### config.mk
export PLATFORM = sky130hd
export DESIGN_NAME = wb_serial_master
export DESIGN_NICKNAME = d
export VERILOG_FILES = /design/src/rtl/wb_serial_master.sv
export SDC_FILE = /design/constraint.sdc
export NUM_CORES = 1
export LEC_CHECK = 0
export CORE_MARGIN = 5
export CORE_UTILIZATION = 59
export CTS_CLUSTER_DIAMETER = 40
export DETAILED_ROUTE_END_ITERATION = 12
export DONT_BUFFER_PORTS = 1
export MAX_ROUTING_LAYER = met4
export PLACE_DENSITY = 0.71
export SLEW_MARGIN = 15
export SYNTH_ARGS = -nofsm -noshare
export SYNTH_HDL_FRONTEND = slang
export SYNTH_SLANG_ARGS = --single-unit
### constraint.sdc
create_clock -name clk_i -period 2 [get_ports clk_i]
set_clock_uncertainty 0.2 [all_clocks]
set_input_delay 0.2 -clock clk_i [delete_from_list [all_inputs] [get_ports clk_i]]
set_output_delay 0.2 -clock clk_i [all_outputs]
set_load 0.01 [all_outputs]
### src/rtl/wb_serial_master.sv
// wb_serial_master: parses byte-stream read/write packets and runs single 32-bit
// Wishbone cycles, returning status/data bytes on a transmit byte stream.
// Optional feature macro: WBSM_AUTOINC_EN ('w'/'r' auto-increment commands).
module wb_serial_master #(
  parameter int TIMEOUT = 255,
  parameter int AWIDTH  = 32
) (
  input  logic              clk_i,
  input  logic              rst_i,
  output logic              cyc,
  output logic              stb,
  output logic              we,
  output logic [AWIDTH-1:0] adr,
  output logic [3:0]        sel,
  output logic [31:0]       dat_o,
  input  logic [31:0]       dat_i,
  input  logic              ack,
  input  logic [7:0]        rx_data,
  input  logic              rx_valid,
  output logic              rx_ready,
  output logic [7:0]        tx_data,
  output logic              tx_valid,
  input  logic              tx_ready,
  output logic              busy
);

  typedef enum logic [2:0] {S_IDLE, S_ADDR, S_DATA, S_BUS, S_RESP} state_t;

  state_t      state, state_n;
  logic [1:0]  cnt;     // byte index within the current phase
  logic [7:0]  tcnt;    // cycles spent waiting for ack
  logic        err;
  logic [31:0] rdata;
  logic        last_tmo;

  assign sel      = 4'hf;
  assign busy     = (state != S_IDLE);
  assign last_tmo = (tcnt == 8'(TIMEOUT - 1));

  // State register
  always_ff @(posedge clk_i) begin
    if (rst_i) state <= S_IDLE;
    else       state <= state_n;
  end

  // Next-state and bus/stream handshake outputs
  always_comb begin
    state_n  = state;
    rx_ready = 1'b0;
    cyc      = 1'b0;
    stb      = 1'b0;
    tx_valid = 1'b0;
    tx_data  = 8'h00;
    case (state)
      S_IDLE: begin
        rx_ready = 1'b1;
        if (rx_valid) begin
          case (rx_data)
            8'h57, 8'h52: state_n = S_ADDR;
`ifdef WBSM_AUTOINC_EN
            8'h77:        state_n = S_DATA;
            8'h72:        state_n = S_BUS;
`endif
            default:      state_n = S_IDLE;
          endcase
        end
      end
      S_ADDR: begin
        rx_ready = 1'b1;
        if (rx_valid && cnt == 2'd3) state_n = we ? S_DATA : S_BUS;
      end
      S_DATA: begin
        rx_ready = 1'b1;
        if (rx_valid && cnt == 2'd3) state_n = S_BUS;
      end
      S_BUS: begin
        cyc = 1'b1;
        stb = 1'b1;
        // ack takes priority over an expiring timeout in the same cycle
        if (ack || last_tmo) state_n = S_RESP;
      end
      S_RESP: begin
        tx_valid = 1'b1;
        if (err)     tx_data = 8'h21;
        else if (we) tx_data = 8'h2E;
        else begin
          case (cnt)
            2'd0:    tx_data = rdata[31:24];
            2'd1:    tx_data = rdata[23:16];
            2'd2:    tx_data = rdata[15:8];
            default: tx_data = rdata[7:0];
          endcase
        end
        if (tx_ready && (err || we || cnt == 2'd3)) state_n = S_IDLE;
      end
      default: state_n = S_IDLE;
    endcase
  end

  // Datapath: command latch, address/data shifters, counters, read capture
  always_ff @(posedge clk_i) begin
    if (rst_i) begin
      we    <= 1'b0;
      adr   <= '0;
      dat_o <= '0;
      cnt   <= '0;
      tcnt  <= '0;
      err   <= 1'b0;
      rdata <= '0;
    end else begin
      case (state)
        S_IDLE: begin
          cnt  <= '0;
          tcnt <= '0;
          err  <= 1'b0;
          if (rx_valid) begin
            case (rx_data)
              8'h57: we <= 1'b1;
              8'h52: we <= 1'b0;
`ifdef WBSM_AUTOINC_EN
              8'h77: begin we <= 1'b1; adr <= adr + AWIDTH'(4); end
              8'h72: begin we <= 1'b0; adr <= adr + AWIDTH'(4); end
`endif
              default: ;
            endcase
          end
        end
        S_ADDR: if (rx_valid) begin
          adr <= {adr[AWIDTH-9:0], rx_data};
          cnt <= cnt + 2'd1;
        end
        S_DATA: if (rx_valid) begin
          dat_o <= {dat_o[23:0], rx_data};
          cnt   <= cnt + 2'd1;
        end
        S_BUS: begin
          if (ack) begin
            if (!we) rdata <= dat_i;
          end else if (last_tmo) err <= 1'b1;
          else tcnt <= tcnt + 8'd1;
        end
        S_RESP: if (tx_ready) cnt <= cnt + 2'd1;
        default: ;
      endcase
    end
  end

endmodule
==> results.yml, run 1 <==
sta:
  timing.final.crit_share: 1.14
  max_freq_mhz: 439
  fin_ws_ns: -0.277
  hold_ws_ns: -0.314
  setup_viol: 8
  drv_slew: 0
  rsz0062_at_grt: "true"
  final_hold_viol_count: 110
  fin_crit_ns: 2.28
  fin_tns_setup_ns: -1.32
setup_path:
  worstSetupStartpointType: "register"
  crit_start: "cnt[0]"
  cp_max_fo: 7
  cp.required_ns: 1.60
  regToRegStartpoint: "tcnt[1]"
  worstPathArrival_ns: 1.88
  path_class: "register to output port"
  end_kind: "output port"
route:
  drcViolationCount: 0
  routed-wl-met3_um: 771
  vias_per_cell: 5.59
  wl_met2_mm: 5.12
  totalWireLength_mm: 10.9
  wl_met1_mm: 4.86
  highest_layer: "met4"
  dr.pass1.iters: 5
  num_vias: 3838
  wl_per_cell_um: 15.8
  drtIter0Drc: 199
  ant_nets: 0
power_and_ir_drop:
  seq_power_share: 0.601
  p_switching_w: 0.000812
  ir_drop_uv: 460
  p_clk_frac: 0.393
  p_comb_frac: 0.007
  internal_power_w: 0.00286
  power.total_w: 0.00367
  p_per_area_nw_per_um2: 740
  swShare: 0.221
  p_leak_nw: 1.66
layout:
  layout-drive-gt1-share: 0.104
  num_antenna_cells: 0
  layout.nets: 631
  multi_input_area_sq_um: 2140
  fillCellCount: 680
  seq_area_sq_um: 2230
  syn_to_final_growth_pct: 8.56
floorplan:
  io_pins: 127
  start_util: 0.598
  die_h_um: 98.1
  fp.dieW_um: 98.1
  row_count: 32
  die_area_sq_um: 9620
  coreArea_sq_um: 7650
placement:
  place_worst_setup_slack_ns: -0.0613
  place.port_buffers: 0
  hpwl_mm: 7.46
  gp_congestion: 0.913
clocking:
  holdBufCountCts: 1
  clock-sinks: 111
  clk_pin_slew_ns: 0.11
  clk_latency_ns: 0.36
  cts_max_level: 3
  cts_tree: "yes"
  cts_buffer_depth: 2
  cts_root_buf: "clkbuf_8"
  cts_made_buffers: 9
grt:
  grt_pass1_vias: 3560
  grt_pass1_wl_mm: 17.7
  grt_max_degree: 108
  grt_remaining_overflow: 0
  grt_antenna_before_repair: 0
  track_usage: 0.226
synthesis:
  synth_cells: 589
  yosys_warnings: 0
  syn_area_per_cell_sq_um: 7.77
  yosysSeqAreaShare: 0.486
  ys_ff_latch: 111
  ys.flop_type: "dfxtp_1"
  synth_edf_count: 0
  synth.cell_area_sq_um: 4580
  synthArstFlopShare: 0
  yosysUniqueCellTypes: 47
outcome:
  failed_checks: "negative hold slack, negative setup slack"
  status: "complete, but fails checks"
min_path:
  hp-class: "input pin to register"
  min_from: "rst_i"
job:
  maxCapViolCount: 0
==> cell type report <==
class	count	area share
inverter	10	0.00806
clock buffer	10	0.0277
timing repair buffer	22	0.0421
clock inverter	6	0.0169
multi-input combinational	425	0.430
sequential	111	0.449
tap	102	0.0257
==> cell usage after synthesis (7+ instances only) <==
| master | count | share of area |
|---|---|---|
| inv_1 | 10 | 0.0082 |
| a21oi_1 | 112 | 0.12 |
| clkbuf_1 | 24 | 0.020 |
| nand3_1 | 7 | 0.0077 |
| nor2_1 | 28 | 0.023 |
| buf_4 | 8 | 0.013 |
| dfxtp_1 | 111 | 0.49 |
| a222oi_1 | 8 | 0.017 |
| nand2_1 | 200 | 0.16 |
| ha_1 | 7 | 0.019 |
| buf_2 | 8 | 0.0087 |
| o21ai_0 | 8 | 0.0087 |
==> worst max-delay path, stage by stage, from the launching register on <==
cell,delay [ns]
dfxtp_4,0.38
buf_6,0.12
ha_4,0.17
a222oi_1,0.39
a21oi_1,0.13
nor2_1,0.12
nor3_1,0.06
buf_4,0.15
==> power by group through the flow <==
| stage | registers [W] | logic, W | clock network [W] |
|---|---|---|---|
| 2_1_floorplan | 0.00226 | 0.0000524 | 0 |
| 3_3_place_gp | 0.00226 | 0.0000208 | 0 |
| 3_5_place_dp | 0.00226 | 0.0000214 | 0 |
| 4_1_cts | 0.00221 | 0.0000238 | 0.00147 |
| 5_1_grt | 0.00221 | 0.0000262 | 0.00158 |
| 6_report | 0.00221 | 0.0000242 | 0.00144 |
==> layout by cell type (no fill, tap or decap), types with 2 or more instances in the layout <==
cell type	count
dfxtp_4	2
xor2_1	3
ha_1	4
dfxtp_1	107
nand2_1	200
and2_1	3
inv_2	2
ha_4	2
a222oi_1	8
conb_1	4
nor3_1	6
dfxtp_2	2
nand4b_1	2
nor2_1	28
clkbuf_8	10
inv_6	2
nor3_4	2
inv_1	7
buf_4	17
nand2b_1	2
nand3_1	7
a21o_1	2
nor2b_1	2
or3_1	3
xnor2_1	3
o21ai_0	6
a21oi_1	111
buf_12	3
nor2_2	2
==> through the flow <==
stage	utilization	instances	area, sq um
floorplan	-	592	4590
global placement	0.609	666	4660
detailed placement	0.609	666	4660
CTS	0.649	686	4960
global route	0.650	686	4970
finish	0.650	686	4970
==> kinds of logic after synthesis <==
logic type,Yosys count,share of synthesized area
AND/OR/NAND/NOR,267,0.249
AO/OA/AOI/OAI,139,0.170
flip-flops,111,0.486
buffers and inverters,56,0.0596
adder cells (fa/ha/maj),8,0.0213
XOR/XNOR,6,0.0115
other,1,0.000819
multiplexers,1,0.00219
==> state kept, by name (all words and copies together) (netlist names) <==
signal / flops
adr: 32
cnt: 2
we: 1
rdata: 32
dat_o: 32
tcnt: 8
state: 3
err: 1
==> final timing paths <==
check | endpoint | slack (ns) | cells past startpoint
max | tx_data[1] | -0.28 | 7
max reg2reg | state[0] | 0.13 | 6
min | dat_o[18] | -0.31 | 1
min reg2reg | rdata[3] | 0.27 | 2
==> what timing repair did <==
item | in CTS | in global routing
pin swaps | 12 | 8
buffers inserted | 3 | 0
setup endpoints to repair | 9 | 45
resized for setup | 17 | 5
hold endpoints to repair | 111 | 110
==> metal layers <==
layer,global-route usage,vias up
met5,-,-
met1,0.314,1768
li1,-,1913
met4,0.0618,0
met2,0.338,147
met3,0.0450,10
Note: power is estimated with default switching activity, not from simulation.
==> run 2: changes to the inputs <==
- CORE_UTILIZATION: 59 -> 60
- HOLD_SLACK_MARGIN: not set -> 0.1
- PLACE_DENSITY: 0.71 -> 0.72
==> run 2 against run 1 <==
Against the previous run:
- the flow still finishes with violations (negative hold slack, negative setup slack)
- non-clock buffer count is 10 higher
- wire length fell by 1.8%
- via count grew 1.5%
- final area up 1.0%
- sequential power barely moved
- sequential cell count unchanged
- register-to-register slack got worse by 0.11 ns
- critical path depth unchanged
- setup slack improved by 0.078 ns
- clock power decreased by 17%
==> results.yml, run 2 (synthesis gave the netlist of run 1 again) <==
outcome:
  status: "complete, but fails checks"
  failed_checks: "negative hold slack, negative setup slack"
layout:
  layout.nets: 641
  reg_top3: "adr (32), dat_o (32), rdata (32)"
  num_antenna_cells: 0
  seq_area_sq_um: 2230
  layout-drive-gt1-share: 0.133
  fillCellCount: 625
  layout_common_cells: "nand2_1, a21oi_1, dfxtp_1"
  final_common_cell: "nand2_1"
  syn_to_final_growth_pct: 9.65
  fin_util: 0.685
  stdcell_count: 691
  multi_input_area_sq_um: 2170
power_and_ir_drop:
  p_per_area_nw_per_um2: 683
  ir_drop_uv: 468
  p_leak_nw: 1.69
grt:
  grt_pass1_vias: 3549
  track_usage: 0.230
  grt_remaining_overflow: 0
  grt_pass1_wl_mm: 17.7
  grt_antenna_before_repair: 0
  grt_max_degree: 108
route:
  dr.pass1.iters: 5
  drcViolationCount: 0
  ant_nets: 0
  drtIter0Drc: 213
  vias_per_cell: 5.64
  totalWireLength_mm: 10.7
  wl_per_cell_um: 15.4
  num_vias: 3897
sta:
  drv_slew: 0
  max_freq_mhz: 455
  final_hold_viol_count: 105
  timing.final.crit_share: 1.10
  rsz0062_at_grt: "true"
  setup_viol: 8
  fin_crit_ns: 2.20
  hold_ws_ns: -0.291
  fin_ws_ns: -0.199
floorplan:
  coreArea_sq_um: 7330
  start_util: 0.624
  die_h_um: 97.3
  die_area_sq_um: 9480
  fp.dieW_um: 97.3
  row_count: 31
  io_pins: 127
clocking:
  clk_latency_ns: 0.35
  cts_tree: "yes"
  holdBufCountCts: 1
  cts_made_buffers: 9
  clk_pin_slew_ns: 0.10
  cts_buffer_depth: 2
  cts_root_buf: "clkbuf_8"
  cts_max_level: 3
  clock-sinks: 111
placement:
  place.port_buffers: 0
  place_worst_setup_slack_ns: 0.0547
  gp_congestion: 0.901
  hpwl_mm: 7.46
  placed_cells: 666
setup_path:
  cp_max_fo: 6
  end_kind: "output port"
  path_class: "register to output port"
  worstSetupStartpointType: "register"
  cp.required_ns: 1.60
  worstPathArrival_ns: 1.80
job:
  maxCapViolCount: 0
min_path:
  hp-class: "input pin to register"
==> run 2: cell types whose count changed in the layout (fill, tap and decap cells not counted), sizes merged <==
cell,change
buf,+10
bufinv,-1
clkbuf,-1
clkinvlp,+1
inv,-1
==> run 2: worst paths after layout <==
kind,startpoint,to,slack [ns],cells after the start
setup / recovery,cnt[0],tx_data[0],-0.20,7
hold / removal,rst_i,state[1],-0.29,1
setup reg to reg,cnt[0],state[0],0.02,8
hold reg to reg,rdata[18],rdata[18],0.27,2
==> run 2: stage by stage <==
step / hold WS [ns] / TNS, ns / total power [W] / instance area, sq um
2_1_floorplan: 0.136 / 0 / 0.00231 / 4590
3_3_place_gp: 0.0782 / 0 / 0.00228 / 4680
3_5_place_dp: 0.0843 / 0 / 0.00228 / 4680
4_1_cts: -0.312 / -0.794 / 0.00347 / 4960
5_1_grt: -0.332 / -2.33 / 0.00356 / 5020
6_report: -0.291 / -1.23 / 0.00343 / 5020
==> run 2: report_power, final <==
part           internal [W]  switching (W)
logic             0.0000111      0.0000138
registers           0.00221    0.000000969
clock network      0.000458       0.000735
==> run 2: area by class of cell <==
class,instances,share of cell area
clock buffers,9,0.0247
repair buffers,32,0.0581
well taps,99,0.0247
inverters,10,0.00748
multi-input cells,425,0.432
flip-flops and latches,111,0.444
clock inverters,5,0.00898
==> run 2: critical path: stages (launching register included) <==
cell and delay, ns:
dfxtp_2 0.34, buf_6 0.12, ha_4 0.17, buf_4 0.14, a222oi_1 0.33, o21ai_1 0.11, a21oi_1 0.17, nor2_2 0.08
==> run 2: what timing repair did <==
| action | in CTS | in global routing |
|---|---|---|
| hold endpoints to repair | 111 | 111 |
| gates resized for setup | 29 | 3 |
| cloned | 0 | 0 |
| pin swaps | 19 | 8 |
| setup buffers | 3 | 7 |
| endpoints found under the setup margin | 9 | 20 |
==> run 2: per-layer routing <==
metal,wire [um],track usage,part of all wire
met4,159,0.0586,0.015
met3,820,0.0596,0.077
met2,4970,0.349,0.47
met5,0,-,0
met1,4720,0.307,0.44
==> run 3: changes to the inputs <==
- CORE_ASPECT_RATIO: not set -> 0.7
- SKIP_LAST_GASP: not set -> 1
==> run 3 against run 2 <==
Against the previous run:
- the flow still finishes with violations (negative hold slack, negative setup slack)
- final area grew 0.30%
- power grew 5.9%
- core utilization is essentially flat
- via count grew 1.1%
- highest routed layer unchanged
==> results.yml, run 3 (synthesis gave the netlist of run 1 again) <==
placement:
  place.port_buffers: 0
  gp_congestion: 0.954
  hpwl_mm: 7.86
  post_dp_cell_area_sq_um: 4680
setup_path:
  cp_max_fo: 7
  max_stage_delay_ns: 0.38
  path_cells: "buf_6 -> ha_4 -> buf_4 -> a222oi_1 -> nand2_1 -> o21ai_2 -> a21oi_2"
  end_kind: "output port"
  cp.required_ns: 1.60
  worstPathArrival_ns: 1.85
  path_class: "register to output port"
  cp_slowest_cell: "dfxtp_4"
  worstSetupStartpointType: "register"
layout:
  layout_common_cells: "nand2_1, dfxtp_1, a21oi_1"
  syn_to_final_growth_pct: 9.98
  layout-drive-gt1-share: 0.123
  layout.nets: 634
  reg_top3: "adr (32), dat_o (32), rdata (32)"
  fin_util: 0.685
  final_area_sq_um: 5030
  num_antenna_cells: 0
  final_common_cell: "nand2_1"
sta:
  final_hold_viol_count: 110
  fin_crit_ns: 2.25
  fin_tns_setup_ns: -1.21
  fin_ws_ns: -0.250
  hold_ws_ns: -0.311
  drv_slew: 0
  max_freq_mhz: 444
  setup_viol: 8
  rsz0062_at_grt: "true"
  timing.final.crit_share: 1.13
route:
  ant_nets: 0
  vias_per_cell: 5.75
  drcViolationCount: 0
  num_vias: 3938
  totalWireLength_mm: 11.2
  wl_per_cell_um: 16.4
  drtIter0Drc: 356
  dr.pass1.iters: 7
clocking:
  cts_root_buf: "clkbuf_8"
  cts_tree: "yes"
  clk_latency_ns: 0.36
  cts_buffer_depth: 2
  cts_max_level: 3
  clk_pin_slew_ns: 0.10
  cts_made_buffers: 9
  clock-sinks: 111
  holdBufCountCts: 1
power_and_ir_drop:
  p_per_area_nw_per_um2: 721
  seq_power_share: 0.608
  swShare: 0.221
  p_leak_nw: 1.69
  ir_drop_uv: 495
  power.total_w: 0.00363
  p_clk_frac: 0.385
  p_switching_w: 0.000801
  internal_power_w: 0.00283
  p_comb_frac: 0.007
grt:
  grt_pass1_vias: 3435
  grt_max_degree: 108
  grt_remaining_overflow: 0
  grt-busiest-layer: "met1"
  track_usage: 0.240
  use_met3: 0.0865
  use_met2: 0.314
  use_met1: 0.350
  grt_antenna_before_repair: 0
  grt_pass1_wl_mm: 18.1
floorplan:
  row_count: 26
  die_area_sq_um: 9500
  coreArea_sq_um: 7350
  io_pins: 127
  die_h_um: 83.1
  fp.dieW_um: 114
  start_util: 0.623
outcome:
  failed_checks: "negative hold slack, negative setup slack"
  status: "complete, but fails checks"
min_path:
  hp-class: "input pin to register"
job:
  maxCapViolCount: 0
## run 3: changes by cell type in the layout (fill, tap and decap cells not counted), moves of 2 or more
cell	delta
dfxtp_4	+2
buf_4	-7
inv_2	-2
clkinv_4	-2
dfxtp_2	-3
inv_6	+2
## run 3: final timing paths
kind | cells past startpoint | endpoint | slack (ns) | from
max | 7 | tx_data[5] | -0.25 | cnt[0]
min | 1 | rdata[5] | -0.31 | rst_i
max reg2reg | 7 | state[2] | 0.08 | cnt[0]
min reg2reg | 2 | rdata[3] | 0.26 | rdata[3]
## run 3: stage by stage
stage                     setup slack, ns  std cells  hold WS, ns
after floorplan                     0.185        592        0.136
after detailed placement          -0.0304        664       0.0806
after global routing               -0.361        685       -0.338
final                              -0.250        685       -0.311
after CTS                          -0.202        684       -0.330
after global placement              0.101        664       0.0787
## run 3: power groups by stage
stage	Sequential (W)	Clock, W	Combinational (W)
floorplan	0.00226	0	0.0000524
global placement	0.00226	0	0.0000210
detailed placement	0.00226	0	0.0000213
CTS	0.00221	0.00143	0.0000240
global route	0.00221	0.00152	0.0000276
finish	0.00221	0.00140	0.0000249
## run 3: critical path, delay by kind of cell (launching register included)
kind            cells  cell delay, ns
compound gates      3            0.54
flops               1            0.38
buf+inv             2            0.25
fa+ha+maj           1            0.17
simple gates        1            0.13
## run 3: routing by layer
| metal | share of wire | routed length [um] |
|---|---|---|
| met3 | 0.11 | 1230 |
| met5 | 0 | 0 |
| met4 | 0.011 | 128 |
| met2 | 0.42 | 4750 |
| met1 | 0.46 | 5110 |
## run 3: cell type report
type,count,area [sq um]
clock buffer,9,124
inverter,10,40.0
tap,98,123
sequential,111,2230
timing repair buffer,25,248
fill,606,2320
multi-input combinational,425,2180
clock inverter,7,88.8
## run 3: timing repair
| action | 4_1_cts | 5_1_grt |
|---|---|---|
| resized for setup | 22 | 12 |
| setup endpoints to repair | 9 | 15 |
| buffers inserted | 3 | 1 |
| endpoints found under the hold margin | 111 | 111 |
| pin swaps | 12 | 7 |
